<file path="src/rtl/aes_pkg.sv">
// aes_pkg: shared AES-128 types, constants and GF(2^8) helper
package aes_pkg;
    localparam int AES_NR    = 10;
    localparam int BYTE0_LSB = 120;
    typedef enum logic [2:0] {S_IDLE, S_ARK0, S_SB_START, S_SB_WAIT, S_DONE} state_e;
    function automatic logic [7:0] gf_xtime(input logic [7:0] b);
        return {b[6:0], 1'b0} ^ (b[7] ? 8'h1b : 8'h00);
    endfunction
endpackage

</file>
<file path="src/rtl/aes_round_ctrl_mix_columns.sv">
// mix_columns: combinational AES MixColumns over four 32-bit columns
module mix_columns
    import aes_pkg::*;
(
    input  logic [127:0] data_i,
    output logic [127:0] data_o
);
    for (genvar c = 0; c < 4; c++) begin : g_col
        logic [7:0] a0, a1, a2, a3;
        assign a0 = data_i[BYTE0_LSB - 32*c      +: 8];
        assign a1 = data_i[BYTE0_LSB - 32*c - 8  +: 8];
        assign a2 = data_i[BYTE0_LSB - 32*c - 16 +: 8];
        assign a3 = data_i[BYTE0_LSB - 32*c - 24 +: 8];
        assign data_o[BYTE0_LSB - 32*c      +: 8] = gf_xtime(a0) ^ gf_xtime(a1) ^ a1 ^ a2 ^ a3;
        assign data_o[BYTE0_LSB - 32*c - 8  +: 8] = a0 ^ gf_xtime(a1) ^ gf_xtime(a2) ^ a2 ^ a3;
        assign data_o[BYTE0_LSB - 32*c - 16 +: 8] = a0 ^ a1 ^ gf_xtime(a2) ^ gf_xtime(a3) ^ a3;
        assign data_o[BYTE0_LSB - 32*c - 24 +: 8] = gf_xtime(a0) ^ a0 ^ a1 ^ a2 ^ gf_xtime(a3);
    end
endmodule

</file>
<file path="src/rtl/aes_round_ctrl.sv">
// aes_round_ctrl: AES-128 round sequencer around a byte-serial SubBytes/ShiftRows unit
module aes_round_ctrl
    import aes_pkg::*;
#(
    parameter int NR         = AES_NR,
    parameter int SB_TIMEOUT = 31
) (
    input  logic         clk,
    input  logic         rst,
    input  logic         start_in,
    input  logic [127:0] data_in,
    input  logic [127:0] rk_in,
    output logic [3:0]   rk_addr_out,
    output logic         sb_start_out,
    output logic [127:0] sb_data_out,
    input  logic [127:0] sb_data_in,
    input  logic         sb_ready_in,
    output logic [127:0] data_out,
    output logic         done_out,
    output logic         busy_out,
    output logic         err_out
);
    localparam int WDW = $clog2(SB_TIMEOUT + 1);

    state_e         state_q, state_d;
    logic [3:0]     round_q, round_d;
    logic [WDW-1:0] wd_q, wd_d;
    logic [127:0]   sreg_q, sreg_d, dout_q, dout_d, mix;
    logic           err_q, err_d;

    mix_columns u_mix (
        .data_i (sb_data_in),
        .data_o (mix)
    );

    // Next state: accept, initial key add, per-round SubBytes handshake with watchdog, final round
    always_comb begin
        state_d = state_q;
        round_d = round_q;
        wd_d    = wd_q;
        sreg_d  = sreg_q;
        dout_d  = dout_q;
        err_d   = 1'b0;
        case (state_q)
            S_IDLE: if (start_in) begin
                sreg_d  = data_in;
                round_d = '0;
                state_d = S_ARK0;
            end
            S_ARK0: begin
                sreg_d  = sreg_q ^ rk_in;
                round_d = 4'd1;
                state_d = S_SB_START;
            end
            S_SB_START: begin
                wd_d    = '0;
                state_d = S_SB_WAIT;
            end
            S_SB_WAIT: if (sb_ready_in) begin
                if (round_q < 4'(NR)) begin
                    sreg_d  = mix ^ rk_in;
                    round_d = round_q + 4'd1;
                    state_d = S_SB_START;
                end else begin
                    dout_d  = sb_data_in ^ rk_in;
                    state_d = S_DONE;
                end
            end else begin
                wd_d = wd_q + 1'b1;
                if (wd_d == WDW'(SB_TIMEOUT)) begin
                    err_d   = 1'b1;
                    state_d = S_IDLE;
                end
            end
            S_DONE: state_d = S_IDLE;
            default: state_d = S_IDLE;
        endcase
    end

    // State, round, watchdog and data registers; reset aborts any encryption in flight
    always_ff @(posedge clk or negedge rst) begin
        if (!rst) begin
            state_q <= S_IDLE;
            round_q <= '0;
            wd_q    <= '0;
            sreg_q  <= '0;
            dout_q  <= '0;
            err_q   <= 1'b0;
        end else begin
            state_q <= state_d;
            round_q <= round_d;
            wd_q    <= wd_d;
            sreg_q  <= sreg_d;
            dout_q  <= dout_d;
            err_q   <= err_d;
        end
    end

    assign rk_addr_out  = round_q;
    assign sb_start_out = state_q == S_SB_START;
    assign sb_data_out  = sreg_q;
    assign data_out     = dout_q;
    assign done_out     = state_q == S_DONE;
    assign busy_out     = state_q != S_IDLE;
    assign err_out      = err_q;
endmodule

</file>
<file path="config.mk">
export PLATFORM = sky130hd
export DESIGN_NAME = aes_round_ctrl
export DESIGN_NICKNAME = d
export VERILOG_FILES = /design/src/rtl/aes_pkg.sv /design/src/rtl/aes_round_ctrl_mix_columns.sv /design/src/rtl/aes_round_ctrl.sv
export SDC_FILE = /design/constraint.sdc
export NUM_CORES = 1
export LEC_CHECK = 0
export ABC_AREA = 1
export BUFFER_PORTS_ARGS = -buffer_cell sky130_fd_sc_hd__buf_2
export CELL_PAD_IN_SITES_DETAIL_PLACEMENT = 0
export CELL_PAD_IN_SITES_GLOBAL_PLACEMENT = 1
export CORE_AREA = 2 2 257 259
export CTS_BUF_LIST = sky130_fd_sc_hd__clkbuf_8
export DETAILED_ROUTE_END_ITERATION = 8
export DIE_AREA = 0 0 259 261
export PLACE_DENSITY_LB_ADDON = 0.08
export SLEW_MARGIN = 20
export SYNTH_ARGS = -nofsm -noshare
export SYNTH_HDL_FRONTEND = slang
export SYNTH_HIERARCHICAL = 1
export SYNTH_SLANG_ARGS = --single-unit
export TNS_END_PERCENT = 50
</file>
<file path="constraint.sdc">
create_clock -name clk -period 4.53 [get_ports clk]
set_input_delay 0.2265 -clock clk [delete_from_list [all_inputs] [get_ports clk]]
set_output_delay 0.2265 -clock clk [all_outputs]
set_load 0.02 [all_outputs]
</file>
==> metrics.yaml <==
sta:
  grt_setup_unrepaired: "false"
  setup_tns_ps: 0
  worst_pin_slew_ps: 928.0
  clock_skew_ps: 21.99
  slew_violations: 0
  max_freq_mhz: 261.2
  period_share_pct: 84.52
  relSlewSlack_pct: 38.13
  hold_viol: 0
  setup_viol: 0
  period_needed_ps: 3829
clock_tree:
  numCtsBuffers: 54
  clk_pin_slew_worst_paths_ps: 60
  post_cts_buffers: 0
  cts-root-buf: "clkbuf_8"
  ctsLongestPathBuffers: 3
  insertion_delay_ps: 690
  cts_max_level: 2
  clock-sinks: 269
  cts_tree: "done"
route:
  routed.top_layer: "met5"
  num_vias: 29640
  drt_pass1_iterations: 8
  viasPerCell: 4.922
  drcViolationCount: 0
  wirelength_um: 104700
  drt_iter0_markers: 2114
  wire_per_inst_um: 17.38
  drt-met1-wl_um: 45040
  wl_met3_um: 6334
  ant_nets: 0
  route.met2.wl_um: 48560
synthesis:
  synth_seq_cells: 269
  synth-async-reset-ratio_pct: 100.0
  muxShareOfSynthArea_pct: 0.04647
  synth_seq_area_share_pct: 27.78
  synth_compound_area_share_pct: 3.129
  syn_avg_cell_area_um2: 5.854
  synth_top_family_by_area: "simple AND/OR/NAND/NOR gates"
  syn_nets: 4531
  ys_types: 33
  synthesis.area_mm2: 0.02423
  synth-simple-area-share_pct: 49.23
  synth-xor-area-share_pct: 9.825
  ys_warn_count: 6
  ys.flop_type: "dfrtp_1"
  synthAdderAreaFrac_pct: 0.1549
  synth_edf_count: 0
  netlist_instances: 4140
die:
  die-area_mm2: 0.06760
  num_rows: 94
  start_util_pct: 37.26
  die_x_um: 259
  die_h_um: 261
  core_mm2: 0.06504
  io_pins: 652
power_and_ir_drop:
  power_mw: 16.71
  leakage_nw: 18.84
  peakVddDrop_uv: 304.2
  p_per_area_mw_per_mm2: 502.2
finish:
  final_net_count: 5495
  fin_area_mm2: 0.03327
  mostFrequentLayoutCell: "nand2_1"
  drive_gt1_share_pct: 16.05
  syn2layout_area_growth_pct: 37.28
  fill_cells: 6792
  final_cell_mix: "nand2_1 (1905), buf_2 (650), dlygate4sd3_1 (437), nand3_1 (433), nor2_1 (429)"
grt:
  grtUsageTotal_pct: 29.77
  grt_max_degree: 196
  grt_pass1_vias: 27650
  grt_overflow_total: 0
  grt_antenna_before_repair: 12
  grt_pass1_wl_um: 157100
placement:
  gp_congestion: 0.8700
  port_buffers: 651
  post_dp_cell_area_mm2: 0.02773
  hpwlAfterDp_um: 75440
flow_run:
  maxCapViolations: 0
worst_setup_path:
  r2r_slack_ps: 700
  r2r_cells: 9
  r2r_start: "state_q[0]"
  path_max_fanout: 72
  end_kind: "flip-flop"
  critical_path_arrival_ps: 4390
  r2r_end: "sb_data_out[38]"
  crit_required_ps: 5090
  crit_type: "reg2reg"
  start_kind: "flip-flop"
worst_hold_path:
  min_path_type: "in2reg"
  min_to: "data_out[55]"
  whs_path_depth: 3
  hold_start: "sb_data_in[55]"
run_status:
  status: "finished, final reports clean"
==> cell families after synthesis <==
group / count (synthesis)
compound gates: 143
mux: 1
buf+inv: 532
flops: 269
fa+ha+maj: 3
simple gates: 2924
xor+xnor: 268
==> worst max path at each step <==
| stage | start | to | slack [ps] | cells after the start |
|---|---|---|---|---|
| detailed placement | state_q[0] | sb_data_out[32] | 1260 | 8 |
| CTS | state_q[0] | sb_data_out[38] | 690 | 9 |
| global placement | state_q[0] | sb_data_out[25] | 1320 | 8 |
| finish | state_q[0] | sb_data_out[38] | 700 | 9 |
| floorplan | state_q[0] | sb_start_out | 2990 | 4 |
| global route | state_q[2] | sb_data_out[38] | 440 | 10 |
==> metal layers <==
layer  vias to the layer above  global-route usage [%]
met3                       221                   4.926
met1                     13660                   38.03
met2                       931                   49.58
met4                         4                   13.13
met5                         -                       0
li1                      14830                       -
==> synthesized netlist by cell type (3+ instances only) <==
master       n  area (um2)
nand4_1    138       863.3
ha_1         3       37.54
nand3b_1     4       30.03
xnor2_1    175        1533
nand2_1   1905        7151
nor2_1     429        1610
buf_6       14       157.7
nand2_2      8       50.05
nand3_1    433        2167
clkbuf_2     5       25.02
a21oi_2     10       87.58
inv_1      287        1077
buf_2      126       630.6
dfrtp_1    269        6731
xor2_1      90       788.3
inv_2       44       165.2
o21ai_1      5       25.02
o21ai_0      7       35.03
a21oi_1    119       595.6
clkbuf_1    19       71.32
buf_1        3       11.26
buf_4       30       225.2
==> worst max-delay path, cell delays in order (launching register included) <==
cell	delay (ps)
dfrtp_4	800
nand3_4	270
buf_4	690
buf_4	830
nand2_1	170
nand3_1	120
nand3_1	100
nand2_1	70
dlygate4sd3_1	550
nand2_1	50
==> power breakdown <==
| part | switching (mW) | internal [mW] | total (mW) |
|---|---|---|---|
| combinational | 6.41 | 3.64 | 10.0 |
| sequential | 0.803 | 3.16 | 3.96 |
| clock | 1.29 | 1.41 | 2.70 |
| total | 8.51 | 8.20 | 16.7 |
==> flip-flops by register name (all words and copies together) (netlist names) <==
| name | cells |
|---|---|
| data_out | 128 |
| sb_data_out | 128 |
| state_q | 3 |
| err_out | 1 |
| wd_q | 5 |
| rk_addr_out | 4 |
==> cell type report <==
class,count,area [um2],share of cell area (%)
antenna,10,25.02,0.07522
clock buffer,68,935.9,2.813
clock inverter,31,172.7,0.5190
inverter,335,1265,3.802
multi-input combinational,3339,15150,45.53
sequential,269,6739,20.26
tap,864,1081,3.249
timing repair buffer,1105,7903,23.75
==> repair_timing <==
item,in CTS,in global routing
endpoints found under the hold margin,347,0
hold buffers,437,0
resized for setup,0,0
==> metrics by stage <==
stage	cells	worst slack [ps]	hold slack (ps)	utilization (%)
detailed placement	5474	1264	310.2	42.64
global route	6019	435.3	52.45	51.14
global placement	5474	1316	306.3	42.64
floorplan	4140	2993	-69.09	-
CTS	6010	693.2	7.345	51.07
finish	6021	701.4	68.60	51.15
No activity file was read; power rests on OpenSTA's default activity.
